`src/rtl/dm_arbiter_if.sv`:
```
// rtl/dm_arbiter_if.sv - requester, response and memory-side signal bundle for dm_arbiter
interface dm_arbiter_if #(
   parameter int AW = 8,
   parameter int DW = 8
);
   logic          req0;
   logic          req1;
   logic          we0;
   logic          we1;
   logic [AW-1:0] addr0;
   logic [AW-1:0] addr1;
   logic [DW-1:0] wdata0;
   logic [DW-1:0] wdata1;
   logic          ack0;
   logic          ack1;
   logic [DW-1:0] rdata0;
   logic [DW-1:0] rdata1;
   logic [1:0]    grant;
   logic          mem_en;
   logic          mem_we;
   logic [AW-1:0] mem_addr;
   logic [DW-1:0] mem_wdata;
   logic [DW-1:0] mem_rdata;

   modport slave (
      input  req0, req1, we0, we1, addr0, addr1, wdata0, wdata1, mem_rdata,
      output ack0, ack1, rdata0, rdata1, grant, mem_en, mem_we, mem_addr, mem_wdata
   );

   modport master (
      output req0, req1, we0, we1, addr0, addr1, wdata0, wdata1, mem_rdata,
      input  ack0, ack1, rdata0, rdata1, grant, mem_en, mem_we, mem_addr, mem_wdata
   );
endinterface

```
`src/rtl/dm_arbiter.sv`:
```
// rtl/dm_arbiter.sv - two-port arbiter for the single-port data memory (ISSUE -> RESP per access)
// DM_ARB_RR_EN selects strict round-robin on ties instead of the hold-counter fairness scheme.
module dm_arbiter #(
   parameter int AW       = 8,
   parameter int DW       = 8,
   parameter int HOLD_MAX = 4
) (
   input  logic        clk,
   input  logic        reset,
   dm_arbiter_if.slave bus
);
   typedef enum logic [1:0] {
      S_IDLE  = 2'd0,
      S_ISSUE = 2'd1,
      S_RESP  = 2'd2
   } state_t;

   state_t        state_q, state_d;
   logic [1:0]    grant_q, grant_d;
   logic          ack0_q, ack0_d;
   logic          ack1_q, ack1_d;
   logic          mem_en_q, mem_en_d;
   logic          mem_we_q, mem_we_d;
   logic [AW-1:0] mem_addr_q, mem_addr_d;
   logic [DW-1:0] mem_wdata_q, mem_wdata_d;
   logic [DW-1:0] rdata0_q, rdata0_d;
   logic [DW-1:0] rdata1_q, rdata1_d;
   logic          cur_we_q, cur_we_d;
   logic          last_q, last_d;

   logic any_req;
   logic both_req;
   logic win;
   logic start_issue;

`ifndef DM_ARB_RR_EN
   localparam int            HW       = $clog2(HOLD_MAX + 1);
   localparam logic [HW-1:0] HOLD_LIM = HW'(HOLD_MAX);

   logic [HW-1:0] hold_cnt_q, hold_cnt_d;
   logic          served_q, served_d;
`endif

   // Arbitration is evaluated continuously but only consumed in IDLE and RESP.
   always_comb begin
      any_req  = bus.req0 | bus.req1;
      both_req = bus.req0 & bus.req1;
      win      = bus.req1;
      if (both_req) begin
`ifdef DM_ARB_RR_EN
         win = ~last_q;
`else
         if (!served_q) begin
            win = 1'b0;
         end else if (hold_cnt_q < HOLD_LIM) begin
            win = last_q;
         end else begin
            win = ~last_q;
         end
`endif
      end
   end

   always_comb begin
      state_d     = state_q;
      grant_d     = grant_q;
      ack0_d      = 1'b0;
      ack1_d      = 1'b0;
      mem_en_d    = 1'b0;
      mem_we_d    = 1'b0;
      mem_addr_d  = mem_addr_q;
      mem_wdata_d = mem_wdata_q;
      rdata0_d    = rdata0_q;
      rdata1_d    = rdata1_q;
      cur_we_d    = cur_we_q;
      last_d      = last_q;
      start_issue = 1'b0;
`ifndef DM_ARB_RR_EN
      hold_cnt_d  = hold_cnt_q;
      served_d    = served_q;
`endif

      case (state_q)
         S_IDLE: begin
            start_issue = any_req;
         end
         S_ISSUE: begin
            state_d = S_RESP;
            ack0_d  = grant_q[0];
            ack1_d  = grant_q[1];
         end
         S_RESP: begin
            if (!cur_we_q) begin
               if (grant_q[0]) rdata0_d = bus.mem_rdata;
               if (grant_q[1]) rdata1_d = bus.mem_rdata;
            end
            if (any_req) begin
               start_issue = 1'b1;
            end else begin
               state_d = S_IDLE;
               grant_d = 2'b00;
            end
         end
         default: begin
            state_d = S_IDLE;
            grant_d = 2'b00;
         end
      endcase

      // Issue registers the winner's request so the requester may drop req early.
      if (start_issue) begin
         state_d     = S_ISSUE;
         grant_d     = win ? 2'b10 : 2'b01;
         mem_en_d    = 1'b1;
         mem_we_d    = win ? bus.we1 : bus.we0;
         mem_addr_d  = win ? bus.addr1 : bus.addr0;
         mem_wdata_d = win ? bus.wdata1 : bus.wdata0;
         cur_we_d    = win ? bus.we1 : bus.we0;
         last_d      = win;
`ifndef DM_ARB_RR_EN
         served_d    = 1'b1;
         if (both_req && (win == last_q)) begin
            if (hold_cnt_q < HOLD_LIM) hold_cnt_d = hold_cnt_q + 1'b1;
         end else begin
            hold_cnt_d = '0;
         end
`endif
      end
   end

   always_ff @(posedge clk) begin
      if (reset) begin
         state_q     <= S_IDLE;
         grant_q     <= 2'b00;
         ack0_q      <= 1'b0;
         ack1_q      <= 1'b0;
         mem_en_q    <= 1'b0;
         mem_we_q    <= 1'b0;
         mem_addr_q  <= '0;
         mem_wdata_q <= '0;
         rdata0_q    <= '0;
         rdata1_q    <= '0;
         cur_we_q    <= 1'b0;
         last_q      <= 1'b1;
`ifndef DM_ARB_RR_EN
         hold_cnt_q  <= '0;
         served_q    <= 1'b0;
`endif
      end else begin
         state_q     <= state_d;
         grant_q     <= grant_d;
         ack0_q      <= ack0_d;
         ack1_q      <= ack1_d;
         mem_en_q    <= mem_en_d;
         mem_we_q    <= mem_we_d;
         mem_addr_q  <= mem_addr_d;
         mem_wdata_q <= mem_wdata_d;
         rdata0_q    <= rdata0_d;
         rdata1_q    <= rdata1_d;
         cur_we_q    <= cur_we_d;
         last_q      <= last_d;
`ifndef DM_ARB_RR_EN
         hold_cnt_q  <= hold_cnt_d;
         served_q    <= served_d;
`endif
      end
   end

   // Memory data arrives in the ack cycle, so read data is forwarded then and held afterwards.
   assign bus.ack0      = ack0_q;
   assign bus.ack1      = ack1_q;
   assign bus.rdata0    = (ack0_q && !cur_we_q) ? bus.mem_rdata : rdata0_q;
   assign bus.rdata1    = (ack1_q && !cur_we_q) ? bus.mem_rdata : rdata1_q;
   assign bus.grant     = grant_q;
   assign bus.mem_en    = mem_en_q;
   assign bus.mem_we    = mem_we_q;
   assign bus.mem_addr  = mem_addr_q;
   assign bus.mem_wdata = mem_wdata_q;
endmodule

```
`src/flat_wrapper.sv`:
```
// flat-port wrapper written by rule: the top's interface ports become plain ports
module dm_arbiter_flat 
#(
   parameter int AW       = 8,
   parameter int DW       = 8,
   parameter int HOLD_MAX = 4
)
  (clk, reset, bus_req0, bus_req1, bus_we0, bus_we1, bus_addr0, bus_addr1, bus_wdata0, bus_wdata1, bus_mem_rdata, bus_ack0, bus_ack1, bus_rdata0, bus_rdata1, bus_grant, bus_mem_en, bus_mem_we, bus_mem_addr, bus_mem_wdata);
  dm_arbiter_if #(.AW(AW), .DW(DW)) bus_i ();
  input  logic clk;
  input  logic reset;
  input wire logic [$bits(bus_i.req0)-1:0] bus_req0;
  input wire logic [$bits(bus_i.req1)-1:0] bus_req1;
  input wire logic [$bits(bus_i.we0)-1:0] bus_we0;
  input wire logic [$bits(bus_i.we1)-1:0] bus_we1;
  input wire logic [$bits(bus_i.addr0)-1:0] bus_addr0;
  input wire logic [$bits(bus_i.addr1)-1:0] bus_addr1;
  input wire logic [$bits(bus_i.wdata0)-1:0] bus_wdata0;
  input wire logic [$bits(bus_i.wdata1)-1:0] bus_wdata1;
  input wire logic [$bits(bus_i.mem_rdata)-1:0] bus_mem_rdata;
  output wire logic [$bits(bus_i.ack0)-1:0] bus_ack0;
  output wire logic [$bits(bus_i.ack1)-1:0] bus_ack1;
  output wire logic [$bits(bus_i.rdata0)-1:0] bus_rdata0;
  output wire logic [$bits(bus_i.rdata1)-1:0] bus_rdata1;
  output wire logic [$bits(bus_i.grant)-1:0] bus_grant;
  output wire logic [$bits(bus_i.mem_en)-1:0] bus_mem_en;
  output wire logic [$bits(bus_i.mem_we)-1:0] bus_mem_we;
  output wire logic [$bits(bus_i.mem_addr)-1:0] bus_mem_addr;
  output wire logic [$bits(bus_i.mem_wdata)-1:0] bus_mem_wdata;
  assign bus_i.req0 = bus_req0;
  assign bus_i.req1 = bus_req1;
  assign bus_i.we0 = bus_we0;
  assign bus_i.we1 = bus_we1;
  assign bus_i.addr0 = bus_addr0;
  assign bus_i.addr1 = bus_addr1;
  assign bus_i.wdata0 = bus_wdata0;
  assign bus_i.wdata1 = bus_wdata1;
  assign bus_i.mem_rdata = bus_mem_rdata;
  assign bus_ack0 = bus_i.ack0;
  assign bus_ack1 = bus_i.ack1;
  assign bus_rdata0 = bus_i.rdata0;
  assign bus_rdata1 = bus_i.rdata1;
  assign bus_grant = bus_i.grant;
  assign bus_mem_en = bus_i.mem_en;
  assign bus_mem_we = bus_i.mem_we;
  assign bus_mem_addr = bus_i.mem_addr;
  assign bus_mem_wdata = bus_i.mem_wdata;
  dm_arbiter #(.AW(AW), .DW(DW), .HOLD_MAX(HOLD_MAX)) u_core (.clk(clk), .reset(reset), .bus(bus_i));
endmodule
```
`config.mk`:
```
export PLATFORM = sky130hd
export DESIGN_NAME = dm_arbiter_flat
export DESIGN_NICKNAME = d
export VERILOG_FILES = /design/src/rtl/dm_arbiter_if.sv /design/src/rtl/dm_arbiter.sv /design/src/flat_wrapper.sv
export SDC_FILE = /design/constraint.sdc
export NUM_CORES = 1
export LEC_CHECK = 0
export CAP_MARGIN = 20
export CELL_PAD_IN_SITES_DETAIL_PLACEMENT = 1
export CELL_PAD_IN_SITES_GLOBAL_PLACEMENT = 1
export CORE_ASPECT_RATIO = 0.9
export CORE_MARGIN = 2
export CORE_UTILIZATION = 30
export CTS_CLUSTER_SIZE = 25
export DETAILED_ROUTE_END_ITERATION = 10
export GPL_ROUTABILITY_DRIVEN = 0
export PLACE_DENSITY_LB_ADDON = 0.1
export SYNTH_ARGS = -nofsm -noshare
export SYNTH_HDL_FRONTEND = slang
export SYNTH_SLANG_ARGS = --single-unit
```
`constraint.sdc`:
```
create_clock -name clk -period 1.8 [get_ports clk]
set_input_delay 0.45 -clock clk [delete_from_list [all_inputs] [get_ports clk]]
set_output_delay 0.45 -clock clk [all_outputs]
set_load 0.1 [all_outputs]
```
==> impl_metrics.csv, run 1 <==
group,metric,value,unit
global_routing,grt_overflow,0,
detailed_routing,drcViolationCount,0,
timing,min_period_over_period,105,%
status,violations,"negative setup slack",
synthesis,synth_cell_types,30,
worst_setup_path,crit_arrival,1.44,ns
worst_setup_path,r2r-start,"u_core.last_q",
global_routing,grt_usage,18.5,%
min_path,hold_path_class,"reg -> reg",
timing,worst_pin_slew,0.364,ns
clock_tree,clockRootBuffer,"clkbuf_8",
finish,fillers,653,
timing,slew_headroom,75.6,%
worst_setup_path,cp-start-kind,"flop",
status,status,"complete, but fails checks",
detailed_routing,drt_iter0_drc,81,
synthesis,synth_area_per_cell,9.75,sq um
worst_setup_path,path_class,"reg -> out",
clock_tree,clkTransAtPathRegs,0.08,ns
global_routing,grt_max_degree,21,
worst_setup_path,r2r_cells,5,
min_path,hp-start,"u_core.rdata1_q[7]",
placed_design,hpwl,4.60,mm
worst_setup_path,worstSetupStartpoint,"u_core.bus.ack0",
power,totalPowerFinal,2.61,mW
worst_setup_path,crit_path_end,"bus_rdata0[0]",
timing,fin_crit,1.89,ns
worst_setup_path,worstSetupEndpointType,"output pin",
power,power.density,739,nW/um^2
clock_tree,cts_buffers,5,
synthesis,synth-main-ff-cell,"dfxtp_1",
clock_tree,cts_tree,"built",
finish,regArea,932,sq um
timing,timing.fmax,528,MHz
synthesis,ys_ff_latch,46,
clock_tree,clk_latency,0.30,ns
synthesis,synthCells,196,
floorplan,num_rows,27,
timing,hold_violations,0,
detailed_routing,postRouteAntennaNets,0,
finish,drive_gt1_share,30.6,%
synthesis,synth_nets,243,
detailed_routing,viasPerCell,4.89,
floorplan,die_w,88.1,um
finish,nNetsFinal,341,
global_routing,antenna_found_initial,0,
placed_design,dp.cells,373,
finish,multiInputGateArea,980,sq um
timing,setup_viol,16,
clock_tree,cts.sinks,46,
power,p_leak,1.39,nW
synthesis,ys_async_sr_fraction,0,%
finish,stdcell_count,381,
placed_design,io_buffers,83,
floorplan,core_area,6150,sq um
floorplan,start_util,31.1,%
detailed_routing,wirelength,6.23,mm
synthesis,yosys_warnings,0,
floorplan,ioPinCount,84,
clock_tree,clockBufferDepth,2,
synthesis,syn-cell-area,1910,sq um
synthesis,synth_edf_count,0,
detailed_routing,avgRoutedWirePerCell,16.3,um
worst_setup_path,worstPathMaxFanout,8,
detailed_routing,first_pass_iters,5,
finish,syn_to_final_growth,84.7,%
timing,rsz0062_at_grt,"yes",
power,peakVddDrop,0.456,mV
job,drv_cap,0,
timing,finalMaxSlewViolations,0,
floorplan,dieArea,7020,sq um
timing,finClkSkew,0.00973,ns
timing,worst_slack,-0.0944,ns
clock_tree,htreeDepth,2,
worst_setup_path,required,1.35,ns
synthesis,yosysSeqAreaShare,48.2,%
worst_setup_path,r2r_slack,0.32,ns
worst_setup_path,r2r_end,"u_core.bus.mem_wdata[5]",
global_routing,grt_pass1_vias,2015,
global_routing,grt_pass1_wl,9.89,mm
finish,antenna_cells,0,
floorplan,die_h,79.7,um
detailed_routing,via_count,1864,
[state kept, by name, indices dropped and copies added, names as in the netlist]
signal and count:
u_core.bus.mem_addr 8, u_core.cur_we_q 1, u_core.bus.grant 2, u_core.bus.ack1 1, u_core.bus.mem_en 1, u_core.served_q 1, u_core.state_q 2, u_core.rdata0_q 8
u_core.hold_cnt_q 3, u_core.bus.mem_we 1, u_core.bus.mem_wdata 8, u_core.last_q 1, u_core.rdata1_q 8, u_core.bus.ack0 1
[report_power, final]
part,total (mW),internal [mW],switching [mW],leakage [nW]
logic,0.883,0.380,0.502,0.977
clock network,0.596,0.268,0.328,0.0383
registers,1.13,1.07,0.0610,0.378
total,2.61,1.72,0.892,1.39
[per-layer routing]
layer | wire length (um) | part of all wire [%] | global-route usage [%] | vias to the layer above
met4 | 70 | 1.1 | 5.30 | 0
met2 | 3240 | 52 | 32.0 | 50
li1 | - | - | - | 903
met5 | 0 | 0 | 0 | -
met1 | 2600 | 42 | 22.2 | 905
met3 | 318 | 5.1 | 5.38 | 6
[how the worst min path moves through the flow]
stage,to,slack (ns),cells after the start
2_1_floorplan,u_core.rdata1_q[0],0.44,2
3_3_place_gp,u_core.rdata1_q[4],0.44,2
3_5_place_dp,u_core.rdata1_q[4],0.45,2
4_1_cts,u_core.rdata1_q[4],0.46,2
5_1_grt,u_core.rdata1_q[7],0.48,2
6_report,u_core.rdata1_q[7],0.46,2
[area by class of cell]
cell class,instances,share of cell area (%)
inverters,3,0.319
repair buffers,105,40.2
multi-input cells,133,27.8
clock buffers,7,2.16
flip-flops and latches,46,26.4
well taps,87,3.09
[critical path, cell delays in order, from the launching register on]
cell and delay (ns):
dfxtp_4 0.34, nor2b_4 0.15, buf_8 0.16, mux2_4 0.33
buf_12 0.17
[cells in the mapped netlist, types with 3 or more instances]
master	instances	area, sq um
dfxtp_1	46	921
nor2_1	35	131
nand2_1	17	63.8
a222oi_1	16	160
mux2_2	16	180
a21oi_1	11	55.1
mux2i_1	10	100
clkbuf_1	8	30.0
and2_1	3	18.8
buf_2	3	15.0
buf_6	3	33.8
inv_1	3	11.3
nor3_1	3	15.0
[cells in the final DEF (no fill, tap or decap), types with 2 or more instances in the layout]
cell type and instances:
a211oi_2 2, buf_12 41, clkbuf_1 2, nor3b_1 2, a21oi_1 11, nor3_1 3, nand2_1 17, mux2_4 16
and2_1 3, clkbuf_8 5, dfxtp_4 3, a222oi_1 16, nor2_1 35, buf_4 18, and3_1 2, dfxtp_1 43
nand3_1 2, clkdlybuf4s50_1 44, mux2i_1 10, inv_1 3
[through the flow]
step                      util, %  hold slack (ns)  setup WS, ns  cell area, sq um  TNS [ns]
after floorplan                 -            0.436       0.00795              1980         0
after global placement       55.7            0.443        -0.131              3430     -2.35
after detailed placement     55.7            0.449        -0.195              3430     -3.76
after CTS                    57.3            0.462        -0.111              3520     -1.32
after global routing         57.4            0.475        -0.158              3530     -2.09
final                        57.4            0.462       -0.0944              3530     -1.12
[cell families (layout without fill, tap and decap cells)]
group                      count (synthesis)  count (layout)  share of synthesized area [%]
and+or+nand+nor                           68              68                           15.3
muxes                                     26              26                           14.7
DFF                                       46              46                           48.2
AOI/OAI and AO/OA                         37              37                           15.7
buffers and inverters                     17             115                           4.71
xor gates and xnor gates                   1               1                          0.852
adders and majority gates                  1               1                          0.655
[what timing repair did]
action | CTS | global route
setup buffers | 2 | 0
resized for setup | 8 | 1
setup endpoints to repair | 16 | 17
hold buffers | 0 | 0
pin swaps | 0 | 0
Power figures use the tool's default switching activity.
==> inputs of run 2 (changes only) <==
Settings changed: CORE_UTILIZATION 30 to 31, CTS_BUF_LIST set to sky130_fd_sc_hd__clkbuf_4.
==> run 2 against run 1 <==
Compared with the run above:
- die area down 3.1%
- the flow still finishes with violations (negative setup slack)
- flip-flop and latch count is the same
- sequential share of layout area grew 0.60 points
- register-to-register slack got worse by 0.04 ns
- global-route usage fell by 0.40 points
- total power fell by 3.7%
- combinational power fell by 2.5%
- critical path depth unchanged
- utilization shrank 0.34 points
- critical path type unchanged
- critical endpoint unchanged
- clock skew increased by 0.0040 ns
- largest cell class unchanged
- wire length fell by 7.0%
- clock power shrank 13%
==> impl_metrics.csv, run 2 (synthesis gave the netlist of run 1 again) <==
group,metric,value,unit
clock_tree,htreeDepth,2,
detailed_routing,avgRoutedWirePerCell,15.9,um
worst_setup_path,crit_arrival,1.53,ns
worst_setup_path,path_class,"reg -> out",
detailed_routing,viasPerCell,5.02,
worst_setup_path,worstPathMaxFanout,8,
worst_setup_path,worstSetupEndpointType,"output pin",
worst_setup_path,cpMaxStageDelayCell,"dfxtp_4",
placed_design,dp.cells,357,
timing,slew_headroom,71.8,%
floorplan,start_util,31.6,%
global_routing,grt_overflow,0,
detailed_routing,wirelength,5.79,mm
finish,layout_common_cells,"clkdlybuf4s50_1 (45), dfxtp_1 (43), buf_12 (39)",
finish,regArea,932,sq um
finish,layout_commonest_cell,"clkdlybuf4s50_1",
detailed_routing,drcViolationCount,0,
power,combPwrFrac,34.3,%
floorplan,core_area,6050,sq um
floorplan,ioPinCount,84,
timing,finalMaxSlewViolations,0,
power,p_sw,0.875,mW
timing,min_period_over_period,110,%
global_routing,grt_pass1_vias,1922,
detailed_routing,first_pass_iters,5,
detailed_routing,via_count,1833,
job,drv_cap,0,
floorplan,die_h,78.5,um
floorplan,num_rows,27,
power,power.density,728,nW/um^2
floorplan,dieArea,6810,sq um
timing,hold_violations,0,
detailed_routing,postRouteAntennaNets,0,
timing,timing.fmax,504,MHz
power,p_int,1.64,mW
clock_tree,clockBufferDepth,2,
detailed_routing,drt_iter0_drc,134,
power,swShare,34.8,%
timing,worst_slack,-0.184,ns
status,violations,"negative setup slack",
finish,nNetsFinal,339,
global_routing,antenna_found_initial,0,
power,peakVddDrop,0.281,mV
clock_tree,clk_latency,0.36,ns
worst_setup_path,cp-start-kind,"flop",
clock_tree,clkTransAtPathRegs,0.14,ns
status,status,"complete, but fails checks",
worst_setup_path,critPathTopFamily,"flip-flops",
worst_setup_path,path_cells,"nor2b_4, buf_8, mux2_4, buf_12",
finish,drive_gt1_share,30.7,%
global_routing,grt_pass1_wl,9.69,mm
clock_tree,clockRootBuffer,"clkbuf_4",
timing,fin_crit,1.98,ns
power,seqPwrFrac,45.0,%
placed_design,pre_cts_ws,-0.210,ns
worst_setup_path,required,1.35,ns
floorplan,die_w,86.8,um
global_routing,grt_usage,18.1,%
finish,syn_to_final_growth,80.6,%
finish,multiInputGateArea,975,sq um
min_path,hold_path_class,"reg -> reg",
power,clock_power_share,20.7,%
clock_tree,cts_buffers,5,
placed_design,io_buffers,83,
finish,fillers,645,
power,p_leak,1.37,nW
clock_tree,cts.sinks,46,
timing,rsz0062_at_grt,"yes",
worst_setup_path,max_stage_delay,0.37,ns
clock_tree,cts_tree,"built",
global_routing,grt_max_degree,23,
timing,setup_viol,16,
worst_setup_path,r2r_slack,0.28,ns
placed_design,hpwl,4.38,mm
timing,worst_pin_slew,0.419,ns
worst_setup_path,crit_buf_inv,2,
clock_tree,cts_hold_buf,0,
finish,stdcell_count,365,
timing,finClkSkew,0.0137,ns
finish,antenna_cells,0,
power,totalPowerFinal,2.51,mW
[run 2: cell types whose count changed in the layout (fill, tap and decap cells not counted), sizes merged]
cell           delta
buf               -2
clkbuf            +1
clkdlybuf4s50     +1
dlygate4sd2       -1
[run 2: path summary, 6_finish.rpt]
path	startpoint	cells past startpoint	end
worst min register to register	u_core.rdata1_q[5]	2	u_core.rdata1_q[5]
worst max-delay path	u_core.bus.ack0	4	bus_rdata0[0]
worst max register to register	u_core.last_q	5	u_core.bus.mem_wdata[1]
worst min-delay path	u_core.rdata1_q[5]	2	u_core.rdata1_q[5]
[run 2: metrics by stage]
step / utilization, % / hold WS (ns) / TNS (ns) / cell area, sq um
2_1_floorplan: - / 0.436 / 0 / 1980
3_3_place_gp: 55.8 / 0.443 / -2.41 / 3380
3_5_place_dp: 55.8 / 0.450 / -3.86 / 3380
5_1_grt: 57.0 / 0.489 / -3.81 / 3450
4_1_cts: 57.0 / 0.468 / -3.01 / 3450
6_report: 57.0 / 0.467 / -2.51 / 3450
[run 2: repair_timing]
action / CTS / global route
resized for setup: 7 / 0
buffers inserted: 1 / 0
setup endpoints to repair: 16 / 16
[run 2: layout make-up]
class,instances,area share (%)
Tap cell,72,2.61
Multi-Input combinational cell,133,28.3
Timing Repair Buffer,103,40.0
Sequential cell,46,27.0
Inverter,3,0.326
Clock buffer,8,1.74
[run 2: routing by layer]
metal / part of all wire [%] / up-vias / GRT usage [%]
li1: - / 901 / -
met1: 45 / 872 / 23.6
met2: 49 / 55 / 29.4
met3: 5.4 / 5 / 5.78
met4: 0.83 / 0 / 3.75
met5: 0 / - / 0
[run 2: power by group through the flow]
stage	sequential (mW)	combinational (mW)	clock, mW
2_1_floorplan	1.40	0.214	0
3_3_place_gp	1.15	0.852	0
3_5_place_dp	1.15	0.863	0
4_1_cts	1.13	0.867	0.554
5_1_grt	1.14	0.901	0.591
6_report	1.13	0.861	0.520
[run 2: worst reg2reg max path: cells and delay by family (launching register included)]
| family | cells | cell delay (ns) |
|---|---|---|
| AOI/OAI and AO/OA | 2 | 0.43 |
| xor gates and xnor gates | 1 | 0.24 |
| buffers and inverters | 1 | 0.21 |
| DFF | 1 | 0.46 |
| and+or+nand+nor | 1 | 0.07 |
==> RTL edit: new RTL, flow settings as in run 1 <==
`AW` is set to 8 in 3 places; all go to 6.
--- a/src/rtl/dm_arbiter_if.sv
+++ b/src/rtl/dm_arbiter_if.sv
@@ -2,3 +2,3 @@
 interface dm_arbiter_if #(
-   parameter int AW = 8,
+   parameter int AW = 6,
    parameter int DW = 8
--- a/src/rtl/dm_arbiter.sv
+++ b/src/rtl/dm_arbiter.sv
@@ -3,3 +3,3 @@
 module dm_arbiter #(
-   parameter int AW       = 8,
+   parameter int AW       = 6,
    parameter int DW       = 8,
--- a/src/flat_wrapper.sv
+++ b/src/flat_wrapper.sv
@@ -3,3 +3,3 @@
 #(
-   parameter int AW       = 8,
+   parameter int AW       = 6,
    parameter int DW       = 8,
Ports: changed (resized bus_addr0, bus_addr1 and bus_mem_addr); port bits go from 84 to 78. The function was not compared with the original's and may differ.
==> RTL edit against run 1 <==
- the run still ends with negative setup slack left
- wire length is 12% lower
- largest power group unchanged
- critical path depth stayed put
- sequential power is 4% lower
- power is 1.8% lower
- largest cell class unchanged
- sequential cell count is 2 lower
- area after synthesis is 4.1% lower
- die area is 3.9% lower
- combinational power is 11% lower
- setup slack better by 0.0037 ns
- final area is 5.7% lower
- via count is 6.1% lower
- critical path type unchanged
- fmax is 0.20% higher
==> RTL edit: results <==
export IMPL_grt_pass1_vias=1919
export IMPL_hold_class="flop to flop"
export IMPL_root_buffer="clkbuf_8"
export IMPL_ys_warn_count=0
export IMPL_clk_insertion_delay_late_ns=0.30
export IMPL_avgSynthCellArea_um2=9.74
export IMPL_drt_total_wl_mm=5.50
export IMPL_crit_path_max_fanout=8
export IMPL_synth_ff_type="dfxtp_1"
export IMPL_status="complete, but fails checks"
export IMPL_track_usage_pct=17.2
export IMPL_cts_reportedPaths_clkPinSlew_ns=0.08
export IMPL_hpwl_mm=4.13
export IMPL_numPortBuffers=77
export IMPL_rr_startpoint="u_core.hold_cnt_q[2]"
export IMPL_yosysSeqAreaShare_pct=48.1
export IMPL_startpoint="u_core.bus.ack0"
export IMPL_vias=1751
export IMPL_firstDrtPassIters=4
export IMPL_tns_ns=-1.15
export IMPL_dpl_worst_slack_ns=-0.206
export IMPL_cts_buffer_depth=2
export IMPL_synthTopCellsByCount="44 x dfxtp_1, 33 x nor2_1, 17 x nand2_1, 14 x a222oi_1, 11 x a21oi_1"
export IMPL_drtIter0Drc=92
export IMPL_cp_arrival_ns=1.44
export IMPL_failed_checks="negative setup slack"
export IMPL_drive_above_1_share_pct=30.9
export IMPL_grt_antenna_before_repair=0
export IMPL_drv_cap=0
export IMPL_cts_buffers=5
export IMPL_ys_async_sr_fraction_pct=0
export IMPL_setup_violations=16
export IMPL_ys_top_cells_by_area="dfxtp_1 48%, a222oi_1 7.7%, nor2_1 6.8%, mux2_2 6.1%, mux2i_1 5.5%"
export IMPL_ir_worst_vdd_v=0.000472
export IMPL_place_inst=339
export IMPL_leakage_nw=1.32
export IMPL_vias_per_cell=5.03
export IMPL_clock_skew_ns=0.00855
export IMPL_ys_types=32
export IMPL_synth_net_count=231
export IMPL_layout_nets=320
export IMPL_antennaDiodeCount=0
export IMPL_postPlaceCellArea_um2=3200
export IMPL_grt_max_degree=21
export IMPL_h_tree_depth=2
export IMPL_slew_headroom_pct=73.4
export IMPL_worst_slack_ns=-0.0907
export IMPL_hold_start="u_core.rdata1_q[3]"
export IMPL_grt_pass1_wl_mm=9.28
[RTL edit: area by class of cell]
cell class | instances | area, µm²
fillers | 607 | 2460
repair buffers | 94 | 1280
multi-input cells | 129 | 952
flip-flops and latches | 44 | 892
clock buffers | 7 | 97.6
well taps | 70 | 87.6
inverters | 3 | 11.3
clock inverters | 1 | 5.00
[RTL edit: cell families after synthesis]
kind of cell               Yosys count  synth area share [%]
DFF                                 44                  48.1
muxes                               26                  15.3
adders and majority gates            1                 0.683
and+or+nand+nor                     66                  15.5
buffers and inverters               15                  4.03
xor gates and xnor gates             1                 0.888
AOI/OAI and AO/OA                   35                  15.5
[RTL edit: what timing repair did]
item                                    CTS  global route
buffers inserted                          2             0
resized for setup                         7             1
pin swaps                                 0             0
cloned                                    0             0
endpoints found under the setup margin   16            16
endpoints found under the hold margin     0             0
[RTL edit: path summary, 6_finish.rpt]
kind	to	slack (ns)	cells past startpoint
worst max-delay path	bus_rdata0[1]	-0.09	4
worst min-delay path	u_core.rdata1_q[3]	0.46	2
worst max register to register	u_core.bus.mem_addr[4]	0.29	4
worst min register to register	u_core.rdata1_q[3]	0.46	2
[RTL edit: worst max-delay path: stages (launching register included)]
cell,delay (ns)
dfxtp_4,0.35
nor2b_4,0.14
buf_8,0.15
mux2_4,0.32
buf_12,0.17
[RTL edit: report_power, final]
group	leakage [nW]	switching, mW	internal, mW	total, mW
clock	0.0534	0.338	0.356	0.694
sequential	0.362	0.0566	1.02	1.08
combinational	0.910	0.455	0.335	0.790
total	1.32	0.849	1.71	2.56
[RTL edit: metal layers]
layer  vias to the layer above  share of wire (%)  global-route usage [%]
met5                         -                  0                       0
met4                         0                1.0                    4.22
met3                         7                4.9                    4.84
met2                        42                 49                    28.1
met1                       850                 45                    22.5
li1                        852                  -                       -
